### src/rtl/load_pkg.sv
// Shared types and decode helpers for the sequential RV32I load unit.
package load_pkg;

    localparam logic [6:0] OPC_LOAD = 7'b0000011;

    typedef enum logic [2:0] {
        LB  = 3'b000,
        LH  = 3'b001,
        LW  = 3'b010,
        LBU = 3'b100,
        LHU = 3'b101
    } load_op_e;

    typedef enum logic [2:0] {
        IDLE  = 3'd0,
        REQ0  = 3'd1,
        WAIT0 = 3'd2,
        REQ1  = 3'd3,
        WAIT1 = 3'd4,
        RESP  = 3'd5
    } load_state_e;

    typedef struct packed {
        logic legal;
        logic misaligned;
        logic crosses;
    } load_chk_t;

    // Legality, natural-alignment and word-crossing classification of one load.
    function automatic load_chk_t load_check(input logic [2:0] funct3, input logic [1:0] off);
        load_chk_t  c;
        logic [2:0] size;
        c.legal      = 1'b0;
        c.misaligned = 1'b0;
        c.crosses    = 1'b0;
        size         = 3'd0;
        case (funct3)
            3'b000, 3'b100: begin
                c.legal = 1'b1;
                size    = 3'd1;
            end
            3'b001, 3'b101: begin
                c.legal      = 1'b1;
                size         = 3'd2;
                c.misaligned = off[0];
            end
            3'b010: begin
                c.legal      = 1'b1;
                size         = 3'd4;
                c.misaligned = (off != 2'b00);
            end
            default: begin
                c.legal = 1'b0;
                size    = 3'd0;
            end
        endcase
        c.crosses = (({1'b0, off} + size) > 3'd4);
        return c;
    endfunction

endpackage

### src/rtl/load_unit_if.sv
// Request, memory and writeback channels of the load unit; slave is the unit's view.
interface load_unit_if #(
    parameter int XLEN = 32
) ();

    logic            req_valid;
    logic            req_ready;
    logic [6:0]      req_opcode;
    logic [2:0]      req_funct3;
    logic [11:0]     req_imm;
    logic [XLEN-1:0] req_base;
    logic [4:0]      req_rd;

    logic            mem_req_valid;
    logic            mem_req_ready;
    logic [XLEN-1:0] mem_addr;
    logic            mem_rsp_valid;
    logic [31:0]     mem_rsp_data;

    logic            rsp_valid;
    logic            rsp_ready;
    logic [XLEN-1:0] rsp_data;
    logic [4:0]      rsp_rd;
    logic            rsp_fault;

    modport slave (
        input  req_valid, req_opcode, req_funct3, req_imm, req_base, req_rd,
        output req_ready,
        output mem_req_valid, mem_addr,
        input  mem_req_ready, mem_rsp_valid, mem_rsp_data,
        output rsp_valid, rsp_data, rsp_rd, rsp_fault,
        input  rsp_ready
    );

    modport master (
        output req_valid, req_opcode, req_funct3, req_imm, req_base, req_rd,
        input  req_ready,
        input  mem_req_valid, mem_addr,
        output mem_req_ready, mem_rsp_valid, mem_rsp_data,
        input  rsp_valid, rsp_data, rsp_rd, rsp_fault,
        output rsp_ready
    );

endinterface

### src/rtl/load_align.sv
// Byte-lane alignment and sign/zero extension of a loaded word pair.
module load_align
    import load_pkg::*;
#(
    parameter int XLEN = 32
) (
    input  logic [63:0]     window_i,
    input  logic [1:0]      off_i,
    input  load_op_e        op_i,
    output logic [XLEN-1:0] result_o
);

    logic [31:0] shifted_s;

    // Shift the addressed byte to lane 0, then extend according to the op.
    always_comb begin
        shifted_s = 32'(window_i >> {off_i, 3'b000});
        result_o  = XLEN'(1'b0);
        case (op_i)
            LB:      result_o = XLEN'($signed(shifted_s[7:0]));
            LH:      result_o = XLEN'($signed(shifted_s[15:0]));
            LW:      result_o = XLEN'($signed(shifted_s));
            LBU:     result_o = XLEN'(shifted_s[7:0]);
            LHU:     result_o = XLEN'(shifted_s[15:0]);
            default: result_o = XLEN'(1'b0);
        endcase
    end

endmodule

### src/rtl/load_unit.sv
// Sequential load unit: address generation, one or two word reads, registered extended result.
module load_unit
    import load_pkg::*;
#(
    parameter int XLEN          = 32,
    parameter bit MISALIGNED_EN = 1'b1
) (
    input  logic      clk,
    input  logic      rst,
    load_unit_if.slave bus
);

    load_state_e     state_q, state_d;
    logic [XLEN-1:0] ea_q, ea_d;
    logic [2:0]      funct3_q, funct3_d;
    logic            cross_q, cross_d;
    logic [4:0]      rd_q, rd_d;
    logic [XLEN-1:0] mem_addr_q, mem_addr_d;
    logic [31:0]     word0_q, word0_d;
    logic [XLEN-1:0] rsp_data_q, rsp_data_d;
    logic            rsp_fault_q, rsp_fault_d;

    logic [XLEN-1:0] ea_s;
    logic [XLEN-1:0] word_base_s;
    load_chk_t       chk_s;
    logic [63:0]     window_s;
    logic [XLEN-1:0] align_s;

    assign ea_s        = bus.req_base + XLEN'($signed(bus.req_imm));
    assign chk_s       = load_check(bus.req_funct3, ea_s[1:0]);
    assign word_base_s = {ea_q[XLEN-1:2], 2'b00};
    // The second beat supplies the upper word; single-beat loads see zero above.
    assign window_s    = (state_q == WAIT1) ? {bus.mem_rsp_data, word0_q}
                                            : {32'h0000_0000, bus.mem_rsp_data};

    load_align #(.XLEN(XLEN)) u_align (
        .window_i (window_s),
        .off_i    (ea_q[1:0]),
        .op_i     (load_op_e'(funct3_q)),
        .result_o (align_s)
    );

    assign bus.req_ready     = (state_q == IDLE);
    assign bus.mem_req_valid = (state_q == REQ0) || (state_q == REQ1);
    assign bus.mem_addr      = mem_addr_q;
    assign bus.rsp_valid     = (state_q == RESP);
    assign bus.rsp_data      = rsp_data_q;
    assign bus.rsp_rd        = rd_q;
    assign bus.rsp_fault     = rsp_fault_q;

    // Next-state and datapath register updates.
    always_comb begin
        state_d     = state_q;
        ea_d        = ea_q;
        funct3_d    = funct3_q;
        cross_d     = cross_q;
        rd_d        = rd_q;
        mem_addr_d  = mem_addr_q;
        word0_d     = word0_q;
        rsp_data_d  = rsp_data_q;
        rsp_fault_d = rsp_fault_q;
        case (state_q)
            IDLE: begin
                if (bus.req_valid && (bus.req_opcode == OPC_LOAD)) begin
                    ea_d     = ea_s;
                    funct3_d = bus.req_funct3;
                    cross_d  = chk_s.crosses;
                    rd_d     = bus.req_rd;
                    if (!chk_s.legal || (chk_s.misaligned && !MISALIGNED_EN)) begin
                        state_d     = RESP;
                        rsp_fault_d = 1'b1;
                        rsp_data_d  = XLEN'(1'b0);
                    end else begin
                        state_d     = REQ0;
                        rsp_fault_d = 1'b0;
                        mem_addr_d  = {ea_s[XLEN-1:2], 2'b00};
                    end
                end else begin
                    state_d = IDLE;
                end
            end
            REQ0: begin
                if (bus.mem_req_ready) begin
                    state_d = WAIT0;
                end else begin
                    state_d = REQ0;
                end
            end
            WAIT0: begin
                if (bus.mem_rsp_valid && cross_q && MISALIGNED_EN) begin
                    state_d    = REQ1;
                    word0_d    = bus.mem_rsp_data;
                    mem_addr_d = word_base_s + XLEN'(3'd4);
                end else if (bus.mem_rsp_valid) begin
                    state_d    = RESP;
                    rsp_data_d = align_s;
                end else begin
                    state_d = WAIT0;
                end
            end
            REQ1: begin
                if (bus.mem_req_ready) begin
                    state_d = WAIT1;
                end else begin
                    state_d = REQ1;
                end
            end
            WAIT1: begin
                if (bus.mem_rsp_valid) begin
                    state_d    = RESP;
                    rsp_data_d = align_s;
                end else begin
                    state_d = WAIT1;
                end
            end
            RESP: begin
                if (bus.rsp_ready) begin
                    state_d = IDLE;
                end else begin
                    state_d = RESP;
                end
            end
            default: begin
                state_d = IDLE;
            end
        endcase
    end

    // State and datapath registers with synchronous reset.
    always_ff @(posedge clk) begin
        if (rst) begin
            state_q     <= IDLE;
            ea_q        <= XLEN'(1'b0);
            funct3_q    <= 3'b000;
            cross_q     <= 1'b0;
            rd_q        <= 5'd0;
            mem_addr_q  <= XLEN'(1'b0);
            word0_q     <= 32'h0000_0000;
            rsp_data_q  <= XLEN'(1'b0);
            rsp_fault_q <= 1'b0;
        end else begin
            state_q     <= state_d;
            ea_q        <= ea_d;
            funct3_q    <= funct3_d;
            cross_q     <= cross_d;
            rd_q        <= rd_d;
            mem_addr_q  <= mem_addr_d;
            word0_q     <= word0_d;
            rsp_data_q  <= rsp_data_d;
            rsp_fault_q <= rsp_fault_d;
        end
    end

endmodule

### src/flat_wrapper.sv
// flat-port wrapper written by rule: the top's interface ports become plain ports
module load_unit_flat import load_pkg::*;
#(
    parameter int XLEN          = 32,
    parameter bit MISALIGNED_EN = 1'b1
)
  (clk, rst, bus_req_valid, bus_req_opcode, bus_req_funct3, bus_req_imm, bus_req_base, bus_req_rd, bus_req_ready, bus_mem_req_valid, bus_mem_addr, bus_mem_req_ready, bus_mem_rsp_valid, bus_mem_rsp_data, bus_rsp_valid, bus_rsp_data, bus_rsp_rd, bus_rsp_fault, bus_rsp_ready);
  load_unit_if #(.XLEN(XLEN)) bus_i ();
  input  logic clk;
  input  logic rst;
  input wire logic [$bits(bus_i.req_valid)-1:0] bus_req_valid;
  input wire logic [$bits(bus_i.req_opcode)-1:0] bus_req_opcode;
  input wire logic [$bits(bus_i.req_funct3)-1:0] bus_req_funct3;
  input wire logic [$bits(bus_i.req_imm)-1:0] bus_req_imm;
  input wire logic [$bits(bus_i.req_base)-1:0] bus_req_base;
  input wire logic [$bits(bus_i.req_rd)-1:0] bus_req_rd;
  output wire logic [$bits(bus_i.req_ready)-1:0] bus_req_ready;
  output wire logic [$bits(bus_i.mem_req_valid)-1:0] bus_mem_req_valid;
  output wire logic [$bits(bus_i.mem_addr)-1:0] bus_mem_addr;
  input wire logic [$bits(bus_i.mem_req_ready)-1:0] bus_mem_req_ready;
  input wire logic [$bits(bus_i.mem_rsp_valid)-1:0] bus_mem_rsp_valid;
  input wire logic [$bits(bus_i.mem_rsp_data)-1:0] bus_mem_rsp_data;
  output wire logic [$bits(bus_i.rsp_valid)-1:0] bus_rsp_valid;
  output wire logic [$bits(bus_i.rsp_data)-1:0] bus_rsp_data;
  output wire logic [$bits(bus_i.rsp_rd)-1:0] bus_rsp_rd;
  output wire logic [$bits(bus_i.rsp_fault)-1:0] bus_rsp_fault;
  input wire logic [$bits(bus_i.rsp_ready)-1:0] bus_rsp_ready;
  assign bus_i.req_valid = bus_req_valid;
  assign bus_i.req_opcode = bus_req_opcode;
  assign bus_i.req_funct3 = bus_req_funct3;
  assign bus_i.req_imm = bus_req_imm;
  assign bus_i.req_base = bus_req_base;
  assign bus_i.req_rd = bus_req_rd;
  assign bus_req_ready = bus_i.req_ready;
  assign bus_mem_req_valid = bus_i.mem_req_valid;
  assign bus_mem_addr = bus_i.mem_addr;
  assign bus_i.mem_req_ready = bus_mem_req_ready;
  assign bus_i.mem_rsp_valid = bus_mem_rsp_valid;
  assign bus_i.mem_rsp_data = bus_mem_rsp_data;
  assign bus_rsp_valid = bus_i.rsp_valid;
  assign bus_rsp_data = bus_i.rsp_data;
  assign bus_rsp_rd = bus_i.rsp_rd;
  assign bus_rsp_fault = bus_i.rsp_fault;
  assign bus_i.rsp_ready = bus_rsp_ready;
  load_unit #(.XLEN(XLEN), .MISALIGNED_EN(MISALIGNED_EN)) u_core (.clk(clk), .rst(rst), .bus(bus_i));
endmodule
### config.mk
export PLATFORM = sky130hd
export DESIGN_NAME = load_unit_flat
export DESIGN_NICKNAME = d
export VERILOG_FILES = /design/src/rtl/load_pkg.sv /design/src/rtl/load_unit_if.sv /design/src/rtl/load_align.sv /design/src/rtl/load_unit.sv /design/src/flat_wrapper.sv
export SDC_FILE = /design/constraint.sdc
export NUM_CORES = 1
export LEC_CHECK = 0
export CAP_MARGIN = 5
export CORE_UTILIZATION = 35
export DETAILED_ROUTE_END_ITERATION = 16
export DONT_BUFFER_PORTS = 1
export GPL_ROUTABILITY_DRIVEN = 0
export GPL_TIMING_DRIVEN = 0
export PLACE_DENSITY_LB_ADDON = 0.25
export SLEW_MARGIN = 15
export SYNTH_ARGS = -nofsm -noshare
export SYNTH_HDL_FRONTEND = slang
export SYNTH_HIERARCHICAL = 1
export SYNTH_SLANG_ARGS = --single-unit
### constraint.sdc
create_clock -name clk -period 3.55 [get_ports clk]
set_input_delay 0.8875 -clock clk [delete_from_list [all_inputs] [get_ports clk]]
set_output_delay 0.8875 -clock clk [all_outputs]
set_load 0.01 [all_outputs]
==> metrics, run 1 <==
outcome=completed; cell row count=59; Cell Area, Synth=0.00951 sq mm; Final TNS setup=0 ps; H-tree levels=4; clk_skew=7.23 ps; Iter 0 DRT Violations=648; # DRC=0; CTS Buf Count=17; first-pass GRT wire length=46800 um; Post-DRT Antenna Nets=0; Least-Margin Pin Slew=961 ps; slowest cell delay on critical path=430 ps; MaxCap Viol Count=0; I/O Pins=170; # hold bufs at CTS=0; final net count=1350; Core ar.=0.0264 sq mm; Max clock buf depth=2; Worst Setup SP=u_core/state_q[2]; Die Area=0.0278 sq mm; YS warnings=6; DR vias/cell=5.67; CTS root buf=clkbuf_16; initial antenna violation count=0; # clock sinks=139; input/output buffers=0; hold path start=u_core/word0_q[30]; most common cell after layout, fill and taps aside=nand2_1; fmax=311 MHz; syn_area_per_cell=7.94 sq um; crit path cell chain=buf_2 -> nand2b_1 -> nor2_4 -> clkbuf_2 -> mux2_2 -> mux2_4 -> a32oi_2 -> buf_6 -> a31oi_1 -> nand3_1 -> a21oi_1; routed wire length=30500 um; Tot GR Track Use=21.7%; CP required=3840 ps; Reg clk slew, reported paths=60 ps; worst vdd ir=0.340 mV; final hold viol count=0; layout cells sized above 1=11.6%; DP HPWL=23700 um; Antenna Cells=0; largest net degree at the start of global routing=22; Die Wd=167 um; Layout Utilization=40.1%; Critical R2R Launch=u_core/state_q[2]; Crit Path Category=reg -> reg; TritonCTS clock tree=built; number of global-route vias before repair=8213; min Tclk post-route=3220 ps; Data arrival, critical path=3510 ps; final critical-path share of the clock period=90.7%; Pre-antenna DRT Iters=5; Die Height=167 um; leak pwr=3.60 nW; critical path launch point type=flop; Post-Synthesis Cells=1198; Overflow after GRT=0; CP max stage cell=mux2_2; slew margin rel.=35.4%; clk_lat worst skew=430 ps; cell area power density=382 mW/mm^2; worst min path class=reg -> reg; final max-slew violation count=0; postcts setup bufs=0; crit-path max FO=10; most frequent cells in the layout=nand2_1, a21oi_1, dfxtp_1, clkbuf_1, nand3_1; RSZ-0062 raised after global routing=no; Worst setup EP type=flop; Initial Utilization=36.1%; Final setup viols=0; via count=8887; WL/cell=19.5 um; Syn-to-layout area delta=11.0%
## repair_timing
item,CTS,global route
cloned,0,0
pin swaps,0,0
endpoints found under the setup margin,24,18
gates resized for setup,2,5
## critical path: cells and delay by family, from the launching register on
kind	cells	cell delay, ps
buf+inv	3	820
mux	2	730
simple gates	3	570
compound gates	3	540
flops	1	420
## metal layers
| metal | share of wire, % | up-vias | track usage, % |
|---|---|---|---|
| li1 | - | 4328 | - |
| met1 | 45 | 4187 | 28.9 |
| met2 | 44 | 329 | 33.6 |
| met3 | 7.8 | 43 | 5.39 |
| met4 | 2.7 | 0 | 8.25 |
| met5 | 0 | - | 0 |
## sequential cells by signal, summed over array words and instances (netlist names)
name / flops
u_core/bus.rsp_rd: 5
u_core/bus.mem_addr: 30
u_core/funct3_q: 3
u_core/bus.rsp_fault: 1
u_core/ea_q: 32
u_core/cross_q: 1
u_core/bus.rsp_data: 32
u_core/state_q: 3
u_core/word0_q: 32
## layout make-up
type	instances	area, sq um
Clock buffer	18	439
Multi-Input combinational cell	940	6160
Fill cell	2733	15800
Sequential cell	139	2780
Tap cell	335	419
Inverter	26	97.6
Buffer	94	487
Clock inverter	14	169
## report_power, final
group          internal (mW)  switching (mW)
registers               1.56         0.00544
logic                  0.227           0.369
clock network           1.13           0.740
## stage by stage
step	total power, mW	area (sq um)	worst slack [ps]	std cells	hold WS, ps
final	4.03	10600	332	1566	453
after global routing	4.20	10600	130	1566	468
after CTS	4.06	10500	146	1566	455
after detailed placement	2.19	9940	-196	1534	445
after global placement	2.19	9940	-113	1534	438
after floorplan	2.04	9520	547	1199	433
## path summary, 6_finish.rpt
kind	to	slack [ps]	cells past startpoint
setup / recovery	u_core/bus.rsp_data[30]	330	11
hold / removal	u_core/word0_q[30]	450	2
setup reg to reg	u_core/bus.rsp_data[30]	330	11
hold reg to reg	u_core/word0_q[30]	450	2
(Power assumes the default switching activity.)
==> run 2: changes to the inputs <==
--- a/config.mk
+++ b/config.mk
@@ -15,5 +15,4 @@
 export SLEW_MARGIN = 15
 export SYNTH_ARGS = -nofsm -noshare
 export SYNTH_HDL_FRONTEND = slang
-export SYNTH_HIERARCHICAL = 1
 export SYNTH_SLANG_ARGS = --single-unit
==> run 2 against run 1 <==
- count of clock-buffer cells in the layout grew 2
- critical path type is now in -> reg
- register-to-register slack improved by 150 ps
- total power up 4.5%
- final cell count decreased by 2.8%
==> metrics, run 2 <==
combinational share of power=12.7% (was 14.8%); Final setup viols=0 (unchanged); Data arrival, critical path=3440 ps (was 3510 ps); I/O Pins=170 (unchanged); top cells by count, synth=nand2_1, dfxtp_1, a21oi_1; final max-slew violation count=0 (unchanged); cell area power density=417 mW/mm^2 (was 382 mW/mm^2); Core ar.=0.0252 sq mm (was 0.0264 sq mm); Die Height=162 um (was 167 um); CTS Buf Count=17 (unchanged); Clock power frac=50.1% (was 46.3%); syn_area_per_cell=7.75 sq um (was 7.94 sq um); Worst path depth=11 (unchanged); first-pass GRT wire length=46300 um (was 46800 um); Synth top area share=31.0%; RSZ-0062 raised after global routing=no (unchanged); final critical-path share of the clock period=88.6% (was 90.7%); Post-DRT Antenna Nets=0 (unchanged); Net Switching=1.09 mW (was 1.11 mW); most common cell after layout, fill and taps aside=nand2_1 (unchanged); final net count=1311 (was 1350); worst min path class=reg -> reg (unchanged); crit-path max FO=4 (was 10); Cell Area, Synth=0.00899 sq mm (was 0.00951 sq mm); CTS root buf=clkbuf_16 (unchanged); flops & latches, synth=139; DP HPWL=23400 um (was 23700 um); min Tclk post-route=3150 ps (was 3220 ps); cell row count=58 (was 59); WL/cell=19.8 um (was 19.5 um); Worst R2R End=u_core.bus.mem_addr[13] (was u_core/bus.rsp_data[30]); YS warnings=0 (was 6); final hold slack=455 ps (was 453 ps); Internal Power=3.12 mW (was 2.92 mW); synth top area cells=dfxtp_1, nand2_1, a21oi_1; input/output buffers=0 (unchanged); leak pwr=3.34 nW (was 3.60 nW); final instance area=0.0101 sq mm (was 0.0106 sq mm); most frequent cells in the layout=nand2_1, dfxtp_1, a21oi_1, nor2_1, o21ai_0 (was nand2_1, a21oi_1, dfxtp_1, clkbuf_1, nand3_1); Main synth FF type=dfxtp_1; Crit Path Category=in -> reg (was reg -> reg); Overflow after GRT=0 (unchanged); top-count cell post-synth=nand2_1; layout cells sized above 1=6.46% (was 11.6%); # clock sinks=139 (unchanged); post-synth top area cell=dfxtp_1; sequential share of the synthesized area=31.0%; number of synthesized flops with an enable pin=0; Reg clk slew, reported paths=70 ps (was 60 ps); worst vdd ir=0.348 mV (was 0.340 mV); routed wire length=30100 um (was 30500 um); crit path cell chain=ha_1 -> inv_1 -> fa_1 -> nor2b_1 -> o31a_1 -> o311a_1 -> o31a_1 -> nor2_1 -> o21ai_1 -> a221oi_1 -> a211oi_1 (was buf_2 -> nand2b_1 -> nor2_4 -> clkbuf_2 -> mux2_2 -> mux2_4 -> a32oi_2 -> buf_6 -> a31oi_1 -> nand3_1 -> a21oi_1); Placed Instance Area=0.00940 sq mm (was 0.00994 sq mm); Die Wd=162 um (was 167 um); Post-Synthesis Cells=1159 (was 1198); TritonCTS clock tree=built (unchanged); critical path launch point type=input port (was flop); Worst Setup SP=bus_req_base[0] (was u_core/state_q[2]); Sw Share=25.8% (was 27.6%); slew margin rel.=46.0% (was 35.4%); initial antenna violation count=0 (unchanged); Multi-input gate area=0.00582 sq mm (was 0.00616 sq mm); Iter 0 DRT Violations=580 (was 648); Pre-antenna DRT Iters=5 (unchanged); # DRC=0 (unchanged); Critical R2R Launch=u_core.state_q[1] (was u_core/state_q[2]); FF+latch area=0.00278 sq mm (unchanged); Die Area=0.0263 sq mm (was 0.0278 sq mm); Flop pwr share=37.2% (was 38.9%); Max clock buf depth=2 (unchanged); fmax=318 MHz (was 311 MHz); Syn-to-layout area delta=12.3% (was 11.0%); # hold bufs at CTS=0 (unchanged); worst r2r path cells=8 (was 11); Initial Utilization=35.7% (was 36.1%); Top cell by count, worst path=o31a_1; clk_lat worst skew=440 ps (was 430 ps); Worst setup EP type=flop (unchanged); clk_skew=11.3 ps (was 7.23 ps); Layout fillers=2622 (was 2733); DR vias/cell=5.60 (was 5.67); async set-reset flop share out of synthesis=0%; CP max stage cell=a221oi_1 (was mux2_2); Worst R2R Setup Slack=480 ps (was 330 ps); postcts setup bufs=0 (unchanged); outcome=completed (unchanged); CP required=3840 ps (about the same); Tot GR Track Use=22.9% (was 21.7%); final hold viol count=0 (unchanged); Least-Margin Pin Slew=810 ps (was 961 ps); MaxCap Viol Count=0 (unchanged); Buf+Inv Stages, Crit Path=1 (was 3); slowest cell delay on critical path=380 ps (was 430 ps); H-tree levels=4 (unchanged); Antenna Cells=0 (unchanged); Synth cell types=74; Resized cells post-CTS=0 (was 2); number of global-route vias before repair=8039 (was 8213); Worst path top cell family by delay=compound AO/OA/AOI/OAI gates (was buffers and inverters); via count=8523 (was 8887); Setup crit end=u_core.bus.mem_addr[22] (was u_core/bus.rsp_data[30]); largest net degree at the start of global routing=22 (unchanged)
-- run 2: worst min path at each step --
stage | slack, ps | depth (start not counted) | from | to
global route | 470 | 2 | u_core.word0_q[5] | u_core.word0_q[5]
finish | 450 | 2 | u_core.word0_q[25] | u_core.word0_q[25]
CTS | 460 | 2 | u_core.word0_q[29] | u_core.word0_q[29]
global placement | 440 | 2 | u_core.word0_q[29] | u_core.word0_q[29]
floorplan | 430 | 2 | u_core.word0_q[0] | u_core.word0_q[0]
detailed placement | 450 | 2 | u_core.word0_q[29] | u_core.word0_q[29]
-- run 2: cell families (layout without fill, tap and decap cells) --
kind of cell / Yosys count / count (layout) / synth area share (%)
xor gates and xnor gates: 48 / 48 / 4.68
and+or+nand+nor: 424 / 424 / 22.1
muxes: 69 / 69 / 8.93
DFF: 139 / 139 / 31.0
other: 1 / 2 / 0.0417
AOI/OAI and AO/OA: 349 / 349 / 23.9
adders and majority gates: 35 / 35 / 5.04
buffers and inverters: 94 / 126 / 4.36
-- run 2: tightest hold or removal path, cell delays in order (launching register included) --
cell     delay, ps
dfxtp_1        300
nand2_1         50
a21oi_1         50
-- run 2: final cells by class --
cell class	instances	share of cell area [%]
buffer	79	3.32
clock buffer	20	4.52
clock inverter	12	2.32
inverter	15	0.558
multi-input combinational	927	57.6
sequential	139	27.6
tap	330	4.09
-- run 2: stage by stage --
step           std cells  util [%]  TNS, ps  power, mW  worst slack (ps)
5_1_grt             1522      40.1        0       4.35               215
4_1_cts             1522      40.1        0       4.23               371
3_3_place_gp        1490      37.3    -99.3       2.13             -99.3
6_report            1522      40.1        0       4.21               403
2_1_floorplan       1160         -        0       1.99               495
3_5_place_dp        1490      37.3     -125       2.13             -80.9
-- run 2: per-layer routing --
metal	GRT usage [%]	up-vias	share of wire, %
met3	5.36	47	6.9
met2	38.6	303	48
met1	28.3	3966	43
li1	-	4207	-
met4	8.15	0	2.4
met5	0	-	0
-- run 2: power by group through the flow --
stage          sequential, mW  combinational (mW)  clock, mW
2_1_floorplan            1.60               0.391          0
3_3_place_gp             1.60               0.529          0
3_5_place_dp             1.60               0.530          0
4_1_cts                  1.56               0.533       2.13
5_1_grt                  1.56               0.591       2.19
6_report                 1.56               0.535       2.11
